--- config.mk ---
export PLATFORM = sky130hd
export DESIGN_NAME = ysyx_22040759_if_fetch
export DESIGN_NICKNAME = d
export VERILOG_FILES = /design/src/rtl/ysyx_22040759_if_fetch.sv
export SDC_FILE = /design/constraint.sdc
export NUM_CORES = 1
export LEC_CHECK = 0
export ABC_AREA = 1
export CAP_MARGIN = 20
export CORE_AREA = 2 2 115 228
export DETAILED_ROUTE_END_ITERATION = 7
export DIE_AREA = 0 0 117 230
export PLACE_DENSITY = 0.72
export SYNTH_ARGS = -nofsm -noshare
export SYNTH_HDL_FRONTEND = slang
export SYNTH_SLANG_ARGS = --single-unit
export TNS_END_PERCENT = 50
--- constraint.sdc ---
create_clock -name clk -period 2.1 [get_ports clk]
set_input_delay 0.42 -clock clk [delete_from_list [all_inputs] [get_ports clk]]
set_output_delay 0.42 -clock clk [all_outputs]
set_load 0.02 [all_outputs]
--- src/rtl/ysyx_22040759_if_fetch.sv ---
// ysyx_22040759_if_fetch -- instruction-fetch stage.
//
// Holds the PC and fetches one instruction at a time over a split
// address/data memory handshake. At most one request is ever outstanding.
// The fetched {inst, pc} goes into a one-entry output register that feeds
// the decode stage. A taken branch flushes that register and cancels any
// fetch that is still in flight.
//
// Ports:
//   clk, rst        clock; synchronous active-high reset
//   ds_allowin      decode stage can accept the bus this cycle
//   fs_to_ds_valid  fs_to_ds_bus holds a valid instruction
//   fs_to_ds_bus    {inst[95:64], pc[63:0]}
//   br_bus          {br_taken[64], br_target[63:0]}; br_taken is a pulse
//   inst_req        fetch request (address phase)
//   inst_addr       fetch address, held while inst_req & !inst_addr_ok
//   inst_addr_ok    address accepted this cycle
//   inst_data_ok    read data valid this cycle
//   inst_rdata      returned instruction word
module ysyx_22040759_if_fetch #(
  parameter logic [63:0] RESET_PC = 64'h0000_0000_8000_0000
) (
  input  logic        clk,
  input  logic        rst,
  input  logic        ds_allowin,
  output logic        fs_to_ds_valid,
  output logic [95:0] fs_to_ds_bus,
  input  logic [64:0] br_bus,
  output logic        inst_req,
  output logic [63:0] inst_addr,
  input  logic        inst_addr_ok,
  input  logic        inst_data_ok,
  input  logic [31:0] inst_rdata
);

  typedef enum logic {
    S_REQ  = 1'b0,
    S_WAIT = 1'b1
  } state_e;

  state_e      state_q, state_d;
  logic [63:0] pc_q, pc_d;
  logic [63:0] fetch_pc_q, fetch_pc_d;
  logic        cancel_q, cancel_d;
  logic        redirect_pending_q, redirect_pending_d;
  logic        req_hold_q, req_hold_d;
  logic        valid_q, valid_d;
  logic [95:0] bus_q, bus_d;

  logic        br_taken;
  logic [63:0] br_target;
  logic        handshake;

  assign br_taken  = br_bus[64];
  assign br_target = br_bus[63:0] & ~64'h3;
  assign handshake = inst_req & inst_addr_ok;

  assign fs_to_ds_valid = valid_q;
  assign fs_to_ds_bus   = bus_q;

  // A raised request is held (same address) until accepted, even across a
  // redirect or a drop of ds_allowin; only a fresh request looks at them.
  always_comb begin
    inst_req = 1'b0;
    if (!rst && state_q == S_REQ) begin
      inst_req = req_hold_q || (!br_taken && (!valid_q || ds_allowin));
    end
    inst_addr = req_hold_q ? fetch_pc_q : (pc_q & ~64'h3);
  end

  always_comb begin
    state_d            = state_q;
    pc_d               = pc_q;
    fetch_pc_d         = fetch_pc_q;
    cancel_d           = cancel_q;
    redirect_pending_d = redirect_pending_q;
    valid_d            = valid_q;
    bus_d              = bus_q;
    req_hold_d         = inst_req && !inst_addr_ok;

    // The address is captured the first cycle a request is raised; while it
    // is held, fetch_pc already carries it.
    if (inst_req && !req_hold_q) begin
      fetch_pc_d = inst_addr;
    end

    if (valid_q && ds_allowin) begin
      valid_d = 1'b0;
    end

    case (state_q)
      S_REQ: begin
        if (handshake) begin
          state_d            = S_WAIT;
          // A redirect seen while the address was stalled (or in the very
          // accepting cycle) turns this fetch into one to be discarded.
          cancel_d           = redirect_pending_q || br_taken;
          redirect_pending_d = 1'b0;
        end else if (br_taken && inst_req) begin
          redirect_pending_d = 1'b1;
        end
      end
      S_WAIT: begin
        if (inst_data_ok) begin
          state_d  = S_REQ;
          cancel_d = 1'b0;
          // A cancelled response leaves pc alone: it already holds the
          // latest redirect target.
          if (!cancel_q && !br_taken) begin
            bus_d   = {inst_rdata, fetch_pc_q};
            valid_d = 1'b1;
            pc_d    = fetch_pc_q + 64'd4;
          end
        end else if (br_taken) begin
          cancel_d = 1'b1;
        end
      end
      default: state_d = S_REQ;
    endcase

    // Redirect overrides everything else in the cycle.
    if (br_taken) begin
      valid_d = 1'b0;
      pc_d    = br_target;
    end
  end

  always_ff @(posedge clk) begin
    if (rst) begin
      state_q            <= S_REQ;
      pc_q               <= RESET_PC;
      fetch_pc_q         <= RESET_PC;
      cancel_q           <= 1'b0;
      redirect_pending_q <= 1'b0;
      req_hold_q         <= 1'b0;
      valid_q            <= 1'b0;
      bus_q              <= 96'd0;
    end else begin
      state_q            <= state_d;
      pc_q               <= pc_d;
      fetch_pc_q         <= fetch_pc_d;
      cancel_q           <= cancel_d;
      redirect_pending_q <= redirect_pending_d;
      req_hold_q         <= req_hold_d;
      valid_q            <= valid_d;
      bus_q              <= bus_d;
    end
  end

endmodule
# After elaboration in Yosys (flattened, before gate mapping)
# Cells that the tools add are included.
# Widths: inputs -> output; s select.
# word_totals
word_cells,58
inputBits,102
latchBits,0
ff_bits,229
mem_count,0
out_inout_bits,162
romBits,0
ram_bits,0
# classes
div_mod_pow,0
eq_ne,2
reduce_logical,25
order_cmp,0
muxes,19
add_sub_neg,1
shift,0
bitwise,2
mul,0
# ops
cell,count
$mux 64,5
$add 64x3->64 const B,1
$mux 1,12
$reduce_bool 2->1,4
$logic_and 1x1->1,7
$logic_not 1->1,6
$reduce_and 3->1,2
$pmux 1 s2,2
$reduce_and 2->1,2
$logic_or 1x1->1,3
$ne 3x3->1 const B,1
$ne 2x2->1 const B,1
$reduce_or 2->1,1
$and 1x1->1,1
$not 1->1,1

# Longest topological paths before layout
# Gate-level depths: netlist of run 1.
# logic_depth
ltp_word,8
mapped_depth,12
depth_no_buf,12

# Least setup slack after synthesis of run 1
# No wires, ideal clock.
# synth_path
path_kind,reg2out
startpoint,register req_hold_q
endpoint,output inst_addr[10]
setup_slack_ns,0.352
path_stages_with_launch,5
t_arrival_ns,1.328
n_path_buf,2
required_ns,1.680
path_cell_list,dfxtp_1 > inv_2 > clkbuf_1 > clkbuf_1 > o21ai_0
# synth_between
elab_chain_cells,1
# synth_lines
item,line_no,source
"start, declared",46,"logic req_hold_q, req_hold_d;"
"start signal, assigned",144,req_hold_q <= req_hold_d;
$mux 64,68,inst_addr = req_hold_q ? fetch_pc_q : (pc_q & ~64'h3);
"end, declared",30,"output logic [63:0] inst_addr,"
# Every way passes these cells.

# Worst setup path after layout of run 1
# layout_path
startpoint,register req_hold_q
endpoint,output inst_addr[39]
# Same word-level chain as after synthesis.

==> metrics.md, run 1 <==
| Metric | Value |
|---|---|
| Maximum VDD drop | 0.605 mV |
| Req. time, crit path | 1.68 ns |
| Post-route setup slack | -0.0381 ns |
| Max Freq | 0.468 GHz |
| Final Max Tran Viols | 0 |
| Nets | 2035 |
| Leak Pwr | 0.00630 uW |
| Number of global-route vias before repair | 11408 |
| Post-synthesis cell area | 11100 um2 |
| Crit-path max FO | 8 |
| Grt total ovfl | 0 |
| Synthesis-to-layout area growth | 39.2% |
| Clk buf depth | 3 |
| Sequential area share after synthesis | 41.0% |
| Core footprint | 25100 um2 |
| Synthesis-stage register bit count | 227 |
| Worst hold path endpoint | pc_q[31]$_SDFFE_PP1P_ |
| Status | finished with violations |
| Hold Crit Depth | 3 |
| Hold Vio Cnt, Final | 0 |
| DRC viols | 0 |
| Wirelength per Cell | 17.4 um |
| Fin crit period | 2.14 ns |
| DRT Pass-1 Iters | 5 |
| Width of the die | 117 um |
| Violated checks | negative setup slack |
| Largest net degree at the start of global routing | 62 |
| RSZ-0062 raised after global routing | yes |
| Worst skew pair latency | 0.52 ns |
| Vias per cell | 5.39 |
| Starting density of the core | 44.1% |
| Worst reg2reg path startpoint | fetch_pc_q[2]$_SDFFE_PP0P_ |
| Critical Path Source Type | flip-flop |
| Clk sinks | 227 |
| FF-to-FF End | pc_q[44]$_SDFFE_PP0P_ |
| Reg2reg setup slack | 0.15 ns |
| Die ar. | 26900 um2 |
| Clk_skew | 0.0188 ns |
| IO Pins | 264 |
| CTS root buffer | clkbuf_16 |
| Top-area cell type share of the netlist area | 41.0% |
| Worst Setup End Kind | output port |
| Hold Buf Count CTS | 0 |
| N_diodes | 0 |
| Worst hold path type | input pin to flip-flop |
| Antenna-violating nets left | 0 |
| First-pass GRT wire length | 59.1 mm |
| PD cells | 666 nW/um2 |
| Max Cap Violations | 0 |
| DRT iter0 DRCs | 807 |
| Worst hold path startpoint | rst |
| Slew at the pin closest to its max-slew limit | 0.762 ns |
| Unique masters post-synth | 36 |
| Synth warn | 0 |
| Global placement routability congestion | 0.960 |
| Avg Inst Size Synth | 6.70 um2 |
| Cells after synthesis | 1655 |
| Setup CP Type | flip-flop to output port |
| Layout cells sized above 1 | 12.5% |
| Synth area leader | dfxtp_1 |
| Vias | 12296 |
| Die extent in y | 230 um |
| Post-Place Worst Slack | -0.187 ns |
| Tcrit/Tclk final | 102% |
| Site Rows | 82 |
| HPWL Detailed | 28.6 mm |
| Arr. time, crit path | 1.72 ns |
| H-Tree Level Count | 1 |
| Total nets after synthesis | 1758 |
| CTS clk-pin slew, worst paths | 0.07 ns |
| CTS tree | yes |
| IO buf count | 261 |
| Filler instances | 2308 |
| Initial antenna violation count | 0 |
| Final setup violation count | 8 |
| Worst slew margin | 49.2% |
| Reg2reg path depth | 12 |
| CTS Buf Count | 21 |
| Final setup TNS | -0.146 ns |
| Tot GR Track Use | 27.8% |
| Top cells by area, synth | dfxtp_1 41%, o21ai_0 12%, nor2_1 9.3% |
| Final WL | 39.7 mm |
==> final cells by class <==
type                    count  area, um2  share of cell area [%]
clock inverters             4       26.3                   0.170
inverters                 177        677                    4.39
flip-flops and latches    227       4550                    29.5
well taps                 336        420                    2.72
clock buffers              32        597                    3.87
repair buffers            352       3590                    23.3
multi-input cells        1153       5570                    36.1
==> placed cells by master, fill, tap and decap left out, types with 8 or more instances in the layout <==
cell and instances:
o211ai_1 13, o21ai_1 29, nand3_1 89, nand4_1 18, buf_2 17, dfxtp_1 226
inv_1 172, a21oi_1 92, a31oi_1 12, o21ai_0 220, buf_12 24, clkdlybuf4s15_2 12
nor3_1 39, buf_4 81, a211oi_1 20, nor2_4 9, clkbuf_16 28, nor2_1 274
o21ai_2 13, clkdlybuf4s50_1 195, clkbuf_1 8, nand2_1 269
==> worst max path at each step <==
| stage | startpoint | to | cells past startpoint |
|---|---|---|---|
| floorplan | req_hold_q$_SDFF_PP0_ | inst_addr[10] | 4 |
| global placement | ds_allowin | inst_req | 6 |
| detailed placement | ds_allowin | inst_req | 6 |
| CTS | req_hold_q$_SDFF_PP0_ | inst_addr[53] | 6 |
| global route | req_hold_q$_SDFF_PP0_ | inst_addr[53] | 6 |
| finish | req_hold_q$_SDFF_PP0_ | inst_addr[39] | 6 |
==> layer usage <==
layer  vias up  share of wire (%)  GRT usage [%]
li1       5983                  -              -
met2       519                 51           50.1
met4         0                5.7           14.0
met3       128                6.3           3.16
met1      5666                 37           31.5
met5         -                  0              0
==> cells by family (layout without fill, tap and decap cells) <==
family | after synthesis | after routing | share of synthesized area (%)
adder cells (fa/ha/maj) | 1 | 1 | 0.113
AO/OA/AOI/OAI | 418 | 418 | 20.1
flip-flops | 227 | 227 | 41.0
buffers and inverters | 275 | 565 | 9.97
AND/OR/NAND/NOR | 734 | 734 | 28.9
==> critical path, cell delays in order, from the launching register on <==
cell       delay, ns
dfxtp_4         0.38
inv_8           0.06
buf_12          0.15
clkbuf_16       0.16
buf_4           0.14
o21ai_4         0.16
buf_6           0.14
==> repair_timing <==
item                       CTS  global route
setup buffers                0             1
resized for setup          290            44
hold endpoints to repair     0             0
gates cloned                 0             7
setup endpoints to repair   65            59
==> sequential cells by signal, indices dropped and copies added (netlist names) <==
register	count
cancel_q	1
fs_to_ds_bus	96
state_q	1
redirect_pending_q	1
pc_q	62
fs_to_ds_valid	1
req_hold_q	1
fetch_pc_q	64
==> stage by stage <==
stage | total power, uW | util [%] | std cells | hold WS, ns | cell area [um2]
floorplan | 5730 | - | 1655 | 0.442 | 11100
global placement | 6600 | 58.0 | 2237 | 0.453 | 14600
detailed placement | 6640 | 58.0 | 2237 | 0.461 | 14600
CTS | 10200 | 60.3 | 2273 | 0.266 | 15200
global route | 10700 | 61.4 | 2281 | 0.286 | 15400
finish | 10300 | 61.4 | 2281 | 0.270 | 15400
==> synth_stat cells (all sizes together) <==
cell type	number
dfxtp	227
inv	176
nand4	19
a32oi	1
clkbuf	69
a41oi	2
a21oi	92
o22ai	6
ha	1
and3	2
nor2	293
o211a	1
clkinv	1
o211ai	13
nand3	97
buf	29
a31oi	12
a211oi	20
nor3	39
or2	5
nand2	279
o21ai	266
o21bai	5
==> report_power, final <==
| part | internal [uW] | switching (uW) |
|---|---|---|
| sequential | 4560 | 217 |
| combinational | 805 | 1040 |
| clock | 1960 | 1700 |
(Power assumes the default switching activity.)
==> inputs of run 2 (changes only) <==
==> constraint.sdc (replaced) <==
create_clock -name clk -period 2.3 [get_ports clk]
set_input_delay 0.46 -clock clk [delete_from_list [all_inputs] [get_ports clk]]
set_output_delay 0.46 -clock clk [all_outputs]
set_load 0.02 [all_outputs]
==> metrics.md, run 2 (synthesized netlist as in run 1, its figures left out) <==
| Metric | Value |
|---|---|
| Status | completed |
| Worst skew pair latency | 0.52 ns (about the same) |
| PD cells | 634 nW/um2 (-4.8%) |
| Vias per cell | 5.34 (-0.93%) |
| Starting density of the core | 44.1% (unchanged) |
| Clock power share | 37.2% (+1.6 points) |
| Max Freq | 0.443 GHz |
| Worst hold path type | input pin to flip-flop |
| HPWL Detailed | 27.3 mm (-4.5%) |
| Leak Pwr | 0.00603 uW (-4.3%) |
| Worst slew margin | 49.0% (-0.20 points) |
| Clk_skew | 0.0170 ns (-0.00185 ns) |
| Final WL | 37.9 mm (-4.5%) |
| Width of the die | 117 um (unchanged) |
| First-pass GRT wire length | 58.2 mm (-1.7%) |
| Largest net degree at the start of global routing | 96 (+55%) |
| DP Cell Count | 2197 (-1.8%) |
| Initial antenna violation count | 1 (+1) |
| Nets | 1988 (-2.3%) |
| Site Rows | 82 (unchanged) |
| CTS clk-pin slew, worst paths | 0.06 ns (about the same) |
| Worst Setup End Kind | output port |
| Final setup violation count | 0 (-8) |
| Clk sinks | 227 (unchanged) |
| Setup CP Type | flip-flop to output port |
| Synthesis-to-layout area growth | 33.4% |
| Req. time, crit path | 1.84 ns (+0.16 ns) |
| CTS root buffer | clkbuf_16 |
| Arr. time, crit path | 1.80 ns (+0.08 ns) |
| Wirelength per Cell | 17.0 um (-2.4%) |
| Largest register FFs | 96 (unchanged) |
| CTS tree | yes |
| Layout cells sized above 1 | 7.96% (-4.5 points) |
| H-Tree Level Count | 1 (unchanged) |
| Crit-path max FO | 53 (+45) |
| Vias | 11931 (-3.0%) |
| RSZ-0062 raised after global routing | yes |
| Critical path, cell by cell | inv_4 > buf_16 > o21ai_0 > buf_4 |
| Hold Buf Count CTS | 0 (unchanged) |
| Tcrit/Tclk final | 98.2% |
| Delay-heaviest family, CP | buffers and inverters |
| Antenna-violating nets left | 0 (unchanged) |
| Setup repair bufs after CTS | 0 (unchanged) |
| Core footprint | 25100 um2 (unchanged) |
| Net Sw Frac | 28.0% (-0.75 points) |
| Final Max Tran Viols | 0 (unchanged) |
| Die ar. | 26900 um2 (unchanged) |
| DRT Pass-1 Iters | 7 (+2) |
| Net Switching | 2630 uW (-11%) |
| Global placement routability congestion | 0.958 (-0.24%) |
| Most frequent cells in the layout | 275 x nor2_1, 271 x nand2_1, 254 x o21ai_0, 227 x dfxtp_1, 195 x clkdlybuf4s50_1 |
| Clk buf depth | 3 (unchanged) |
| Post-Layout Inst Area | 14800 um2 (-4.2%) |
| Max stage delay cell, worst path | dfxtp_1 |
| Grt total ovfl | 0 (unchanged) |
| Critical Path Max Stage Delay | 0.38 ns (about the same) |
| Worst Path Buf+Inv | 3 (-2) |
| Max Cap Violations | 0 (unchanged) |
| Fin crit period | 2.26 ns |
| Combinational power share | 16.3% (-1.6 points) |
| Tot GR Track Use | 27.3% (-0.58 points) |
| CTS Buf Count | 21 (unchanged) |
| Finished Layout Cells | 2234 (-2.1%) |
| Number of global-route vias before repair | 11225 (-1.6%) |
| Maximum VDD drop | 0.598 mV (-1.1%) |
| Sequential Power Share | 46.5% (about the same) |
| Hold Vio Cnt, Final | 0 (unchanged) |
| Int Pwr | 6750 uW (-7.8%) |
| Critical Path Source Type | flip-flop |
| DRC viols | 0 (unchanged) |
| IO Pins | 264 (unchanged) |
| Final setup TNS | 0 ns (+0.146 ns) |
| Slew at the pin closest to its max-slew limit | 0.765 ns (+0.00295 ns) |
| Die extent in y | 230 um (unchanged) |
| Most common cell after layout, fill and taps aside | nor2_1 |
| DRT iter0 DRCs | 839 (+4.0%) |
| Placed inst area | 14200 um2 (-2.6%) |
| IO buf count | 261 (unchanged) |
| Final Util | 58.8% (-2.6 points) |
## run 2: power by group through the flow
stage	combinational (uW)	sequential [uW]	clock [uW]
3_5_place_dp	1570	4440	0
5_1_grt	1670	4390	3670
6_report	1530	4360	3490
2_1_floorplan	793	4440	0
3_3_place_gp	1550	4430	0
4_1_cts	1520	4350	3560
## run 2: final timing paths
path | endpoint | slack (ns) | cells after the start | start
max reg2reg | pc_q[60]$_SDFFE_PP0P_ | 0.29 | 11 | fetch_pc_q[2]$_SDFFE_PP0P_
min reg2reg | fetch_pc_q[1]$_SDFFE_PP0P_ | 0.47 | 2 | fetch_pc_q[1]$_SDFFE_PP0P_
min | fs_to_ds_bus[2]$_SDFFE_PP0P_ | 0.33 | 4 | rst
max | inst_addr[35] | 0.04 | 4 | req_hold_q$_SDFF_PP0_
## run 2: timing repair
item | CTS | global route
cloned | 0 | 1
endpoints found under the setup margin | 54 | 37
resized for setup | 78 | 67
## run 2: stage by stage
step / power, uW / hold slack [ns] / setup slack (ns)
2_1_floorplan: 5230 / 0.442 / 0.512
3_3_place_gp: 5980 / 0.457 / -0.117
3_5_place_dp: 6010 / 0.462 / -0.0852
4_1_cts: 9430 / 0.323 / 0.00135
5_1_grt: 9730 / 0.356 / -0.0360
6_report: 9380 / 0.334 / 0.0406
## run 2: worst reg2reg max path: stages (launching register included)
cell and delay [ns]:
dfxtp_1 0.38, ha_1 0.20, nand2_2 0.10, nor2_4 0.17
nand2_4 0.10, nor2_8 0.20, nand3_2 0.19, nor2_2 0.28
nand3_1 0.13, nand3_1 0.09, nand2_1 0.06, inv_1 0.04
## run 2: cell type report
cell class	count	area, um2
fillers	2446	10300
multi-input cells	1153	5450
flip-flops and latches	227	4540
repair buffers	305	3030
inverters	177	672
clock buffers	31	613
well taps	336	420
clock inverters	4	48.8
diodes	1	2.50
## run 2: metal layers
layer | vias up | global-route usage (%) | part of all wire (%)
li1 | 5865 | - | -
met1 | 5501 | 31.4 | 38
met2 | 459 | 47.9 | 51
met3 | 106 | 3.00 | 5.7
met4 | 0 | 15.0 | 5.6
met5 | - | 0 | 0
